### src/rtl/axi_reg_bridge.sv
// axi_reg_bridge: AXI4-Lite slave that serialises CPU register accesses into
// single-cycle register bus strobes. One access in flight at a time.
// Ports:
//   clk, reset                : clock, synchronous active-high reset
//   s_aw*/s_w*/s_b*           : AXI4-Lite write address/data/response channels
//   s_ar*/s_r*                : AXI4-Lite read address/data channels
//   raddr, rd, rdata          : register bus read (rdata returned by block)
//   waddr, wr, wdata          : register bus write
module axi_reg_bridge #(
   parameter int unsigned AWIDTH = 2,
   parameter int unsigned DWIDTH = 32
) (
   input  logic              clk,
   input  logic              reset,
   input  logic [AWIDTH+1:0] s_awaddr,
   input  logic              s_awvalid,
   output logic              s_awready,
   input  logic [DWIDTH-1:0] s_wdata,
   input  logic [3:0]        s_wstrb,
   input  logic              s_wvalid,
   output logic              s_wready,
   output logic [1:0]        s_bresp,
   output logic              s_bvalid,
   input  logic              s_bready,
   input  logic [AWIDTH+1:0] s_araddr,
   input  logic              s_arvalid,
   output logic              s_arready,
   output logic [DWIDTH-1:0] s_rdata,
   output logic [1:0]        s_rresp,
   output logic              s_rvalid,
   input  logic              s_rready,
   output logic [AWIDTH-1:0] raddr,
   output logic [AWIDTH-1:0] waddr,
   output logic              rd,
   output logic              wr,
   output logic [DWIDTH-1:0] wdata,
   input  logic [DWIDTH-1:0] rdata
);

   localparam logic [2:0] ST_IDLE     = 3'd0;
   localparam logic [2:0] ST_RD_ISSUE = 3'd1;
   localparam logic [2:0] ST_RD_WAIT  = 3'd2;
   localparam logic [2:0] ST_RD_RESP  = 3'd3;
   localparam logic [2:0] ST_WR_ISSUE = 3'd4;
   localparam logic [2:0] ST_WR_RESP  = 3'd5;

   logic [2:0] state;
   logic [2:0] state_nxt;
   logic       ar_full;
   logic       aw_full;
   logic       w_full;
   logic [3:0] w_strb;
   logic       last_wr;
   logic       wr_pend;
   logic       ar_hs;
   logic       aw_hs;
   logic       w_hs;
   logic       unused_ok;

   // Byte-offset bits carry no meaning on a word-wide register bus.
   assign unused_ok = ^{s_awaddr[1:0], s_araddr[1:0]};

   assign s_arready = !ar_full && !reset;
   assign s_awready = !aw_full && !reset;
   assign s_wready  = !w_full  && !reset;
   assign ar_hs     = s_arvalid && s_arready;
   assign aw_hs     = s_awvalid && s_awready;
   assign w_hs      = s_wvalid  && s_wready;
   assign wr_pend   = aw_full && w_full;

   // Strobes and valids decoded from state, suppressed while in reset.
   assign rd       = (state == ST_RD_ISSUE) && !reset;
   assign wr       = (state == ST_WR_ISSUE) && (w_strb == 4'hF) && !reset;
   assign s_rvalid = (state == ST_RD_RESP) && !reset;
   assign s_bvalid = (state == ST_WR_RESP) && !reset;
   assign s_rresp  = 2'b00;

   // State register.
   always_ff @(posedge clk) begin
      if (reset) state <= ST_IDLE;
      else       state <= state_nxt;
   end

   // Next-state logic; on a tie the type not served last wins.
   always_comb begin
      state_nxt = state;
      case (state)
         ST_IDLE: begin
            if (ar_full && wr_pend) state_nxt = last_wr ? ST_RD_ISSUE : ST_WR_ISSUE;
            else if (ar_full)       state_nxt = ST_RD_ISSUE;
            else if (wr_pend)       state_nxt = ST_WR_ISSUE;
         end
         ST_RD_ISSUE: state_nxt = ST_RD_WAIT;
         ST_RD_WAIT:  state_nxt = ST_RD_RESP;
         ST_RD_RESP:  if (s_rready) state_nxt = ST_IDLE;
         ST_WR_ISSUE: state_nxt = ST_WR_RESP;
         ST_WR_RESP:  if (s_bready) state_nxt = ST_IDLE;
         default:     state_nxt = ST_IDLE;
      endcase
   end

   // Holding registers, response payloads and arbitration history.
   always_ff @(posedge clk) begin
      if (reset) begin
         ar_full <= 1'b0;
         aw_full <= 1'b0;
         w_full  <= 1'b0;
         w_strb  <= 4'h0;
         raddr   <= '0;
         waddr   <= '0;
         wdata   <= '0;
         s_rdata <= '0;
         s_bresp <= 2'b00;
         last_wr <= 1'b0;
      end else begin
         if (ar_hs) begin
            ar_full <= 1'b1;
            raddr   <= s_araddr[AWIDTH+1:2];
         end else if ((state == ST_RD_RESP) && s_rready) begin
            ar_full <= 1'b0;
         end

         if (aw_hs) begin
            aw_full <= 1'b1;
            waddr   <= s_awaddr[AWIDTH+1:2];
         end else if ((state == ST_WR_RESP) && s_bready) begin
            aw_full <= 1'b0;
         end

         if (w_hs) begin
            w_full <= 1'b1;
            wdata  <= s_wdata;
            w_strb <= s_wstrb;
         end else if ((state == ST_WR_RESP) && s_bready) begin
            w_full <= 1'b0;
         end

         if (state == ST_RD_WAIT) s_rdata <= rdata;

         // Partial-strobe writes are refused rather than read-modify-written.
         if (state == ST_WR_ISSUE) s_bresp <= (w_strb == 4'hF) ? 2'b00 : 2'b10;

         if ((state == ST_IDLE) && (state_nxt == ST_WR_ISSUE)) last_wr <= 1'b1;
         if ((state == ST_IDLE) && (state_nxt == ST_RD_ISSUE)) last_wr <= 1'b0;
      end
   end

endmodule

### config.mk
export PLATFORM = sky130hd
export DESIGN_NAME = axi_reg_bridge
export DESIGN_NICKNAME = d
export VERILOG_FILES = /design/src/rtl/axi_reg_bridge.sv
export SDC_FILE = /design/constraint.sdc
export NUM_CORES = 1
export LEC_CHECK = 0
export CAP_MARGIN = 20
export CORE_MARGIN = 2
export CORE_UTILIZATION = 40
export DETAILED_ROUTE_END_ITERATION = 12
export PLACE_DENSITY = 0.82
export SLEW_MARGIN = 0
export SYNTH_ARGS = -nofsm -noshare
export SYNTH_HDL_FRONTEND = slang
export SYNTH_SLANG_ARGS = --single-unit
### constraint.sdc
create_clock -name clk -period 2.05 [get_ports clk]
set_clock_uncertainty 0.15 [all_clocks]
set_input_delay 0.41 -clock clk [delete_from_list [all_inputs] [get_ports clk]]
set_output_delay 0.41 -clock clk [all_outputs]
set_load 0.01 [all_outputs]
==> summary.txt <==
r2r endpoint = state[0]
Mapped Cells = 367
core area = 0.00733 mm^2
Sequential Power Share = 0.495
Row Count = 31
M1 WL = 3290 um
top layer in use = met4
initial antenna violation count = 0
Initial DRT Pass Iterations = 5
Worst Hold Endpoint = w_full
routability-driven placement congestion ratio = 0.764
Mean Syn Cell Area = 8.33 um^2
Worst-Skew Late Latency = 0.33 ns
fin cells = 616
Routed WL = 7810 um
Worst VDD drop = 0.373 mV
HPWL Detailed = 5630 um
Max Fclk = 513 MHz
Chip Width = 91.4 um
vias in the first global route = 2890
DRT iter0 DRCs = 87
post-route minimum period = 1.95 ns
Port Buffers = 154
hold crit path type = in -> reg
reg2reg path depth = 3
Num CTS Buffers = 9
worst r2r src = state[0]
WHS Path Cells = 3
CP startpoint kind = flip-flop
Initial Util = 0.417
synthesis-to-layout area growth = 58.1%
fraction of layout cells with a size suffix above 1 = 0.0619
Pint = 2620 uW
setup_tns = 0 ns
leak pwr = 0.00175 uW
FF+latch count, synth = 80
DRC Markers = 0
Worst setup EP type = primary output
reg-to-reg slack, setup = 0.45 ns
routed length per instance = 12.7 um
Final Cycle Share = 0.951
RSZ-0062 raised after global routing = no
post-CTS sizing = 8
worst hold start = reset
Max-Cap Viols = 0
io pins = 162
Worst Hold Margin = 0.265 ns
Placed Cells = 601
DR vias = 2882
Req. time, crit path = 1.49 ns
Post-Syn Area = 0.00306 mm^2
register area share after synthesis = 0.524
TritonCTS clock tree = done
commonest non-fill, non-tap cells in the layout = 149 x clkdlybuf4s50_1, 103 x nand2_1, 77 x dfxtp_1, 38 x nand2b_1, 35 x a21oi_1
final core occ = 0.659
commonest non-fill, non-tap cell in the layout = clkdlybuf4s50_1
root buffer cell = clkbuf_8
Cell variety after synth = 33
cts hold-fix bufs = 0
buffer levels on the longest clock path = 2
sw power = 935 uW
Max Slew Vio Count = 0
setup bufs post-CTS = 0
clock network power share = 0.288
die area = 0.00835 mm^2
Crit Path Max Fanout = 2
n_diodes = 0
Comb power frac = 0.217
outcome = completed
DR vias/cell = 4.68
Die Y = 91.4 um
CTS sink cnt = 80
largest net degree at the start of global routing = 73
Final Hold Viols = 0
fin worst setup slack = 0.101 ns
clock-pin slew on the worst setup and hold paths = 0.08 ns
Met3 Wirelength = 832 um
Crit Path Class = reg -> out
Sw Ratio = 0.263
count of final setup violators = 0
nets@finish = 596
Ys Warns = 0
remaining antenna violation count = 0
dpl ws = -0.0714 ns
grt ovf = 0
first-pass GRT wire length = 12900 um
PwrDens = 736 mW/mm^2
Arr. time, crit path = 1.39 ns
H-tree depth = 3
met2 wire length = 3570 um
GRT Overall Usage = 0.188
==> stage by stage <==
stage / cell area (um^2) / power [uW]
2_1_floorplan: 3060 / 2140
3_3_place_gp: 4660 / 2550
3_5_place_dp: 4660 / 2570
4_1_cts: 4830 / 3590
5_1_grt: 4830 / 3740
6_report: 4830 / 3550
==> Yosys cell counts <==
master / count / area, um^2
o21ai_1: 10 / 50.1
buf_6: 3 / 33.8
nand3_1: 1 / 5.00
nand2b_1: 38 / 238
conb_1: 1 / 3.75
nand4b_1: 1 / 8.76
xnor2_1: 1 / 8.76
or3b_1: 1 / 8.76
inv_1: 1 / 3.75
or4b_1: 1 / 10.0
clkbuf_2: 3 / 15.0
clkbuf_1: 8 / 30.0
o211a_1: 1 / 10.0
and3_1: 2 / 12.5
buf_4: 3 / 22.5
nor4_1: 2 / 12.5
dfxtp_1: 80 / 1600
nor3b_2: 1 / 12.5
mux2_2: 1 / 11.3
nor2_1: 13 / 48.8
o31ai_1: 1 / 7.51
o21ai_0: 27 / 135
a211o_1: 1 / 8.76
a21oi_1: 35 / 175
nand4_1: 2 / 12.5
mux2i_1: 5 / 50.1
nor3_1: 3 / 15.0
nor2b_1: 2 / 12.5
a311oi_1: 1 / 8.76
nor3b_4: 1 / 18.8
o31ai_2: 1 / 12.5
buf_2: 13 / 65.1
nand2_1: 103 / 387
==> per-layer routing <==
metal | GRT usage | vias up
met3 | 0.0780 | 11
met4 | 0.0745 | 0
met5 | 0 | -
li1 | - | 1476
met1 | 0.211 | 1267
met2 | 0.315 | 128
==> cell type report <==
| cell class | count | area [um^2] |
|---|---|---|
| timing repair buffer | 163 | 1620 |
| tap | 99 | 124 |
| sequential | 80 | 1610 |
| fill | 606 | 2500 |
| clock inverter | 3 | 17.5 |
| multi-input combinational | 258 | 1300 |
| inverter | 1 | 3.75 |
| clock buffer | 12 | 155 |
==> critical path, stage by stage (launching register included) <==
cell	delay (ns)
dfxtp_1	0.34
nand4_1	0.15
nor4_1	0.25
dlygate4sd2_1	0.32
==> cell families (layout without fill, tap and decap cells) <==
| kind of cell | after synthesis | after routing | share of synthesized area |
|---|---|---|---|
| buffers and inverters | 31 | 179 | 0.0557 |
| flip-flops | 80 | 80 | 0.524 |
| XOR/XNOR | 1 | 1 | 0.00287 |
| AND/OR/NAND/NOR | 171 | 171 | 0.262 |
| other | 1 | 3 | 0.00123 |
| multiplexers | 6 | 6 | 0.0201 |
| AO/OA/AOI/OAI | 77 | 77 | 0.134 |
==> how the worst max path moves through the flow <==
stage | from | endpoint | cells after the start
2_1_floorplan | reset | s_arready | 4
3_3_place_gp | reset | s_rvalid | 4
3_5_place_dp | reset | s_rvalid | 4
4_1_cts | w_strb[2] | wr | 3
5_1_grt | w_strb[2] | wr | 3
6_report | w_strb[2] | wr | 3
==> power groups by stage <==
stage | clock network, uW | logic (uW) | registers (uW)
floorplan | 0 | 312 | 1830
global placement | 0 | 764 | 1780
detailed placement | 0 | 777 | 1790
CTS | 1050 | 780 | 1760
global route | 1130 | 841 | 1780
finish | 1020 | 771 | 1760
==> flip-flops by register name (all words and copies together), names as in the netlist <==
| signal | count |
|---|---|
| wdata | 32 |
| s_bresp | 1 |
| state | 3 |
| s_rdata | 32 |
| aw_full | 1 |
| raddr | 2 |
| last_wr | 1 |
| w_full | 1 |
| w_strb | 4 |
| waddr | 2 |
| ar_full | 1 |
(Power assumes the default switching activity.)
